[src/rtl/hsv_core_flush_ctrl_if.sv]
// Flush controller bus: commit trigger, per-unit flush handshake, fetch redirect
// channel and status. The controller side uses the master modport.
interface hsv_core_flush_ctrl_if #(
    parameter int unsigned NUM_UNITS = 4,
    parameter int unsigned CNT_WIDTH = 16
);
    // Commit -> controller trigger channel
    logic                 trigger_valid;
    logic [31:0]          trigger_pc;
    logic                 trigger_ready;

    // Controller <-> execution units
    logic [NUM_UNITS-1:0] flush_req;
    logic [NUM_UNITS-1:0] flush_ack;

    // Controller -> fetch restart channel
    logic                 redirect_valid;
    logic [31:0]          redirect_pc;
    logic                 redirect_ready;

    // Status and error handling
    logic                 busy;
    logic                 timeout_err;
    logic                 err_clr;
    logic [CNT_WIDTH-1:0] flush_count;

    modport master (
        input  trigger_valid,
        input  trigger_pc,
        output trigger_ready,
        output flush_req,
        input  flush_ack,
        output redirect_valid,
        output redirect_pc,
        input  redirect_ready,
        output busy,
        output timeout_err,
        input  err_clr,
        output flush_count
    );

    modport slave (
        output trigger_valid,
        output trigger_pc,
        input  trigger_ready,
        input  flush_req,
        output flush_ack,
        input  redirect_valid,
        input  redirect_pc,
        output redirect_ready,
        input  busy,
        input  timeout_err,
        output err_clr,
        input  flush_count
    );
endinterface

[src/rtl/hsv_core_flush_ctrl.sv]
// Pipeline flush sequencer: accepts a redirect trigger from commit, raises
// flush_req on every execution unit until all have acknowledged (or a timeout
// expires), then hands the latched restart PC to fetch over valid/ready.
// ACK_TIMEOUT must be at least 2.
module hsv_core_flush_ctrl #(
    parameter int unsigned NUM_UNITS   = 4,
    parameter int unsigned ACK_TIMEOUT = 15,
    parameter int unsigned CNT_WIDTH   = 16
) (
    input  logic                  clk_core,
    input  logic                  rst_core,
    hsv_core_flush_ctrl_if.master bus
);

    localparam int unsigned          TMO_W     = $clog2(ACK_TIMEOUT);
    // Counter value during the last FLUSH cycle allowed before forcing redirect
    localparam logic [TMO_W-1:0]     TMO_LAST  = TMO_W'(ACK_TIMEOUT - 1);
    localparam logic [NUM_UNITS-1:0] ALL_UNITS = {NUM_UNITS{1'b1}};

    typedef enum logic [1:0] {
        StIdle,
        StFlush,
        StRedirect
    } state_e;

    state_e               r_state;
    state_e               w_state_next;
    logic [31:0]          r_pc;
    logic [31:0]          w_pc_next;
    logic [NUM_UNITS-1:0] r_acked;
    logic [NUM_UNITS-1:0] w_acked_next;
    logic [TMO_W-1:0]     r_tmo;
    logic [TMO_W-1:0]     w_tmo_next;
    logic                 r_timeout_err;
    logic                 w_timeout_err_next;
    logic [CNT_WIDTH-1:0] r_flush_count;
    logic [CNT_WIDTH-1:0] w_flush_count_next;

    logic w_accept;
    logic w_all_acked;
    logic w_complete;
    logic w_tmo_hit;
    logic w_redirect_done;

    // Event decode shared by the FSM and the datapath
    always_comb begin
        w_accept        = bus.trigger_valid && (r_state == StIdle);
        // Acks are sticky: a unit may drop its ack before the others arrive
        w_all_acked     = ((r_acked | bus.flush_ack) == ALL_UNITS);
        w_complete      = (r_state == StFlush) && w_all_acked;
        // Completion on the final cycle takes priority over the timeout
        w_tmo_hit       = (r_state == StFlush) && (r_tmo == TMO_LAST) && !w_all_acked;
        w_redirect_done = (r_state == StRedirect) && bus.redirect_ready;
    end

    // FSM state register
    always_ff @(posedge clk_core or posedge rst_core) begin
        if (rst_core) begin
            r_state <= StIdle;
        end else begin
            r_state <= w_state_next;
        end
    end

    // FSM next-state logic
    always_comb begin
        w_state_next = r_state;
        unique case (r_state)
            StIdle: begin
                if (w_accept) begin
                    w_state_next = StFlush;
                end
            end
            StFlush: begin
                if (w_complete || w_tmo_hit) begin
                    w_state_next = StRedirect;
                end
            end
            StRedirect: begin
                if (bus.redirect_ready) begin
                    w_state_next = StIdle;
                end
            end
            default: w_state_next = StIdle;
        endcase
    end

    // FSM outputs, decoded from the state register only
    always_comb begin
        bus.trigger_ready  = (r_state == StIdle);
        bus.flush_req      = (r_state == StFlush) ? ALL_UNITS : '0;
        bus.redirect_valid = (r_state == StRedirect);
        bus.busy           = (r_state != StIdle);
        bus.redirect_pc    = r_pc;
        bus.timeout_err    = r_timeout_err;
        bus.flush_count    = r_flush_count;
    end

    // Datapath next-state: PC latch, ack mask, timeout counter, error, statistics
    always_comb begin
        w_pc_next          = r_pc;
        w_acked_next       = r_acked;
        w_tmo_next         = r_tmo;
        w_timeout_err_next = r_timeout_err;
        w_flush_count_next = r_flush_count;

        if (w_accept) begin
            w_pc_next    = bus.trigger_pc;
            w_acked_next = '0;
            w_tmo_next   = '0;
        end else if (r_state == StFlush) begin
            w_acked_next = r_acked | bus.flush_ack;
            w_tmo_next   = r_tmo + TMO_W'(1);
        end

        // A new timeout overrides a simultaneous clear
        if (w_tmo_hit) begin
            w_timeout_err_next = 1'b1;
        end else if (bus.err_clr) begin
            w_timeout_err_next = 1'b0;
        end

        if (w_redirect_done) begin
            w_flush_count_next = r_flush_count + CNT_WIDTH'(1);
        end
    end

    // Datapath registers; reset discards any pending restart PC
    always_ff @(posedge clk_core or posedge rst_core) begin
        if (rst_core) begin
            r_pc          <= '0;
            r_acked       <= '0;
            r_tmo         <= '0;
            r_timeout_err <= 1'b0;
            r_flush_count <= '0;
        end else begin
            r_pc          <= w_pc_next;
            r_acked       <= w_acked_next;
            r_tmo         <= w_tmo_next;
            r_timeout_err <= w_timeout_err_next;
            r_flush_count <= w_flush_count_next;
        end
    end

endmodule

[src/flat_wrapper.sv]
// flat-port wrapper written by rule: the top's interface ports become plain ports
module hsv_core_flush_ctrl_flat 
#(
    parameter int unsigned NUM_UNITS   = 4,
    parameter int unsigned ACK_TIMEOUT = 15,
    parameter int unsigned CNT_WIDTH   = 16
)
  (clk_core, rst_core, bus_trigger_valid, bus_trigger_pc, bus_trigger_ready, bus_flush_req, bus_flush_ack, bus_redirect_valid, bus_redirect_pc, bus_redirect_ready, bus_busy, bus_timeout_err, bus_err_clr, bus_flush_count);
  hsv_core_flush_ctrl_if #(.NUM_UNITS(NUM_UNITS), .CNT_WIDTH(CNT_WIDTH)) bus_i ();
  input  logic clk_core;
  input  logic rst_core;
  input wire logic [$bits(bus_i.trigger_valid)-1:0] bus_trigger_valid;
  input wire logic [$bits(bus_i.trigger_pc)-1:0] bus_trigger_pc;
  output wire logic [$bits(bus_i.trigger_ready)-1:0] bus_trigger_ready;
  output wire logic [$bits(bus_i.flush_req)-1:0] bus_flush_req;
  input wire logic [$bits(bus_i.flush_ack)-1:0] bus_flush_ack;
  output wire logic [$bits(bus_i.redirect_valid)-1:0] bus_redirect_valid;
  output wire logic [$bits(bus_i.redirect_pc)-1:0] bus_redirect_pc;
  input wire logic [$bits(bus_i.redirect_ready)-1:0] bus_redirect_ready;
  output wire logic [$bits(bus_i.busy)-1:0] bus_busy;
  output wire logic [$bits(bus_i.timeout_err)-1:0] bus_timeout_err;
  input wire logic [$bits(bus_i.err_clr)-1:0] bus_err_clr;
  output wire logic [$bits(bus_i.flush_count)-1:0] bus_flush_count;
  assign bus_i.trigger_valid = bus_trigger_valid;
  assign bus_i.trigger_pc = bus_trigger_pc;
  assign bus_trigger_ready = bus_i.trigger_ready;
  assign bus_flush_req = bus_i.flush_req;
  assign bus_i.flush_ack = bus_flush_ack;
  assign bus_redirect_valid = bus_i.redirect_valid;
  assign bus_redirect_pc = bus_i.redirect_pc;
  assign bus_i.redirect_ready = bus_redirect_ready;
  assign bus_busy = bus_i.busy;
  assign bus_timeout_err = bus_i.timeout_err;
  assign bus_i.err_clr = bus_err_clr;
  assign bus_flush_count = bus_i.flush_count;
  hsv_core_flush_ctrl #(.NUM_UNITS(NUM_UNITS), .ACK_TIMEOUT(ACK_TIMEOUT), .CNT_WIDTH(CNT_WIDTH)) u_core (.clk_core(clk_core), .rst_core(rst_core), .bus(bus_i));
endmodule
[config.mk]
export PLATFORM = sky130hd
export DESIGN_NAME = hsv_core_flush_ctrl_flat
export DESIGN_NICKNAME = d
export VERILOG_FILES = /design/src/rtl/hsv_core_flush_ctrl_if.sv /design/src/rtl/hsv_core_flush_ctrl.sv /design/src/flat_wrapper.sv
export SDC_FILE = /design/constraint.sdc
export NUM_CORES = 1
export LEC_CHECK = 0
export ABC_CLOCK_PERIOD_IN_PS = 2250
export CAP_MARGIN = 20
export CORE_UTILIZATION = 56
export CTS_CLUSTER_DIAMETER = 150
export DETAILED_ROUTE_END_ITERATION = 6
export DONT_BUFFER_PORTS = 1
export GPL_ROUTABILITY_DRIVEN = 0
export PLACE_DENSITY = 0.82
export SLEW_MARGIN = 40
export SYNTH_ARGS = -nofsm -noshare
export SYNTH_HDL_FRONTEND = slang
export SYNTH_SLANG_ARGS = --single-unit
[constraint.sdc]
create_clock -name clk_core -period 2.25 [get_ports clk_core]
set_input_delay 0.675 -clock clk_core [delete_from_list [all_inputs] [get_ports clk_core]]
set_output_delay 0.675 -clock clk_core [all_outputs]
set_load 0.01 [all_outputs]
==> results_dict.tcl <==
set metrics [dict create \
    cts_root_buffer "clkbuf_8" \
    setup_violations 0 \
    drtPass1Iterations 4 \
    finalHoldViolations 0 \
    antenna_cells 0 \
    fillers 304 \
    max_freq_ghz 0.506 \
    drt_iter0_drc 53 \
    slew_headroom_pct 60.7 \
    status "finished clean" \
    hold_slack_ns 0.298 \
    rsz0062_at_grt "no" \
    clockBufferDepth 2 \
    vdd_drop_max_v 0.000808 \
    share_comb_of_total_power_pct 24.0 \
    worstReg2RegStart "u_core.bus.flush_count[0]" \
    r2r_slack_ns 0.75 \
    yosys_warnings 0 \
    worst_slew_pin_slew_ns 0.589 \
    initial_utilization_pct 59.3 \
    clk_pin_slew_worst_paths_ns 0.06 \
    path_cells "nand2b_1 > inv_2" \
    cts_buffers 9 \
    drc_errors 0 \
    synthArstFlopShare_pct 100 \
    rr_worst_depth 5 \
    wl_um 4390 \
    cts-resized-gates 0 \
    insertion_delay_ns 0.32 \
    cp_slowest_cell "dfrtp_1" \
    syn_nets 228 \
    syn_inst 184 \
    switching_share_pct 34.8 \
    finalCritPeriodShare_pct 87.9 \
    yosysUniqueCellTypes 30 \
    grt.overflow.total 0 \
    final_cells 244 \
    die_w_um 67.8 \
    cts_tree "done" \
    io_buffers 0 \
    grt_pass1_vias 1543 \
    htreeDepth 3 \
    wl_per_cell_um 18.0 \
    grtUsageTotal_pct 21.7 \
    finalCriticalPeriod_ns 1.98 \
    num_vias 1407 \
    ys_seq_elements 59 \
    dpl.cell_count 228 \
    p_per_area_mw_per_mm2 1380 \
    nNetsFinal 233 \
    critPathLaunchType "register" \
    critical_path_required_ns 1.57 \
    ant_nets 0 \
    syn_area_mm2 0.00242 \
    reg2reg_to "u_core.bus.flush_count[14]" \
    p_switching_mw 1.28 \
    clkPwrFrac_pct 22.5 \
    design.core.area_mm2 0.00409 \
    die_area_mm2 0.00460 \
    ys.flop_type "dfrtp_1" \
    max_stage_delay_ns 0.46 \
    rows 23 \
    antenna_found_initial 0 \
    dpl.hpwl_um 3190 \
    crit_family "flip-flops" \
    cts.sinks 59 \
    maxCapViolCount 0 \
    num_io_pins 97 \
    grt_max_degree 41 \
    grt_pass1_wl_um 6990 \
    crit_fanout 13 \
    setup_tns_ns 0 \
    crit_buf_inv 1 \
    area_growth_pct 9.44 \
    layout_commonest_cell "dfrtp_1" \
    hold_buffers 0 \
    drive_gt1_share_pct 27.3 \
    leakagePower_nw 1.18 \
    hp-class "in2async" \
    slew_viol_final 0 \
    synth_enable_flop_cells 0 \
    arrival_ns 1.30 \
    post_cts_buffers 0 \
    synth_area_per_cell_um2 13.2 \
    layout_common_cells "dfrtp_1 (59), mux2_2 (32), xnor2_1 (13)" \
    p_seq_share_pct 53.5 \
    p_int_mw 2.40 \
    worstSetupPathDepth 2 \
    skew_ns 0.00456 \
    die_y_um 67.8 \
    seq_area_frac_synth_pct 60.9 \
    end_kind "primary output" \
    path_class "reg2out" \
    vias_per_cell 5.77 \
]
sequential cells by signal, summed over array words and instances, names as in the netlist:
register                count
u_core.bus.redirect_pc     32
u_core.r_acked              4
u_core.bus.flush_count     16
u_core.r_state              2
u_core.r_tmo                4
u_core.bus.timeout_err      1
area by class of cell:
| class | instances | area [µm²] | area share [%] |
|---|---|---|---|
| well taps | 50 | 62.6 | 2.36 |
| repair buffers | 2 | 40.0 | 1.51 |
| multi-input cells | 110 | 876 | 33.0 |
| clock buffers | 14 | 163 | 6.13 |
| clock inverters | 2 | 10.0 | 0.377 |
| inverters | 7 | 26.3 | 0.990 |
| flip-flops and latches | 59 | 1480 | 55.6 |
how the worst max path moves through the flow:
stage | startpoint | endpoint | slack (ns)
2_1_floorplan | rst_core | u_core.bus.flush_count[0] | 0.12
3_3_place_gp | u_core.r_state[1] | bus_flush_req[3] | 0.63
3_5_place_dp | u_core.r_state[1] | bus_flush_req[3] | 0.61
4_1_cts | u_core.r_state[1] | bus_flush_req[3] | 0.25
5_1_grt | u_core.r_state[1] | bus_flush_req[1] | 0.17
6_report | u_core.r_state[1] | bus_flush_req[3] | 0.27
power by group through the flow:
| stage | Clock [mW] | Sequential [mW] | Combinational (mW) |
|---|---|---|---|
| after floorplan | 0 | 1.87 | 0.823 |
| final | 0.827 | 1.97 | 0.883 |
| after global placement | 0 | 1.95 | 0.839 |
| after global routing | 0.911 | 2.01 | 0.980 |
| after detailed placement | 0 | 1.98 | 0.900 |
| after CTS | 0.853 | 1.97 | 0.898 |
cell usage after synthesis, types with 3 or more instances:
cell      n  area, µm²
o22ai_1   4       25.0
xor2_1    3       26.3
a21oi_1   4       20.0
nor2_1    9       33.8
nand3_1   7       35.0
inv_1     6       22.5
buf_2     3       15.0
nand2_1  10       37.5
xnor2_1  13        114
mux2_2   32        360
buf_4     5       37.5
ha_1      3       37.5
dfrtp_1  59       1480
o21ai_0   5       25.0
nand4_1   6       37.5
stage by stage:
stage               setup WS [ns]  area, µm²  utilization, %  power [mW]
finish                      0.273       2650            64.9        3.68
global route                0.171       2650            64.9        3.90
CTS                         0.253       2650            64.9        3.72
detailed placement          0.613       2480            60.7        2.88
global placement            0.634       2480            60.7        2.79
floorplan                   0.119       2420               -        2.69
layer usage:
layer,GRT usage (%),part of all wire (%),up-vias
li1,-,-,638
met1,24.5,38,688
met2,35.4,52,67
met3,6.76,7.1,14
met4,14.1,3.0,0
met5,0,0,-
kinds of logic after synthesis:
| family | count (synthesis) | synth area share (%) |
|---|---|---|
| flops | 59 | 60.9 |
| fa+ha+maj | 3 | 1.55 |
| simple gates | 44 | 10.2 |
| mux | 32 | 14.9 |
| xor+xnor | 16 | 5.78 |
| buf+inv | 15 | 3.25 |
| compound gates | 15 | 3.51 |
Note: power is estimated with default switching activity, not from simulation.
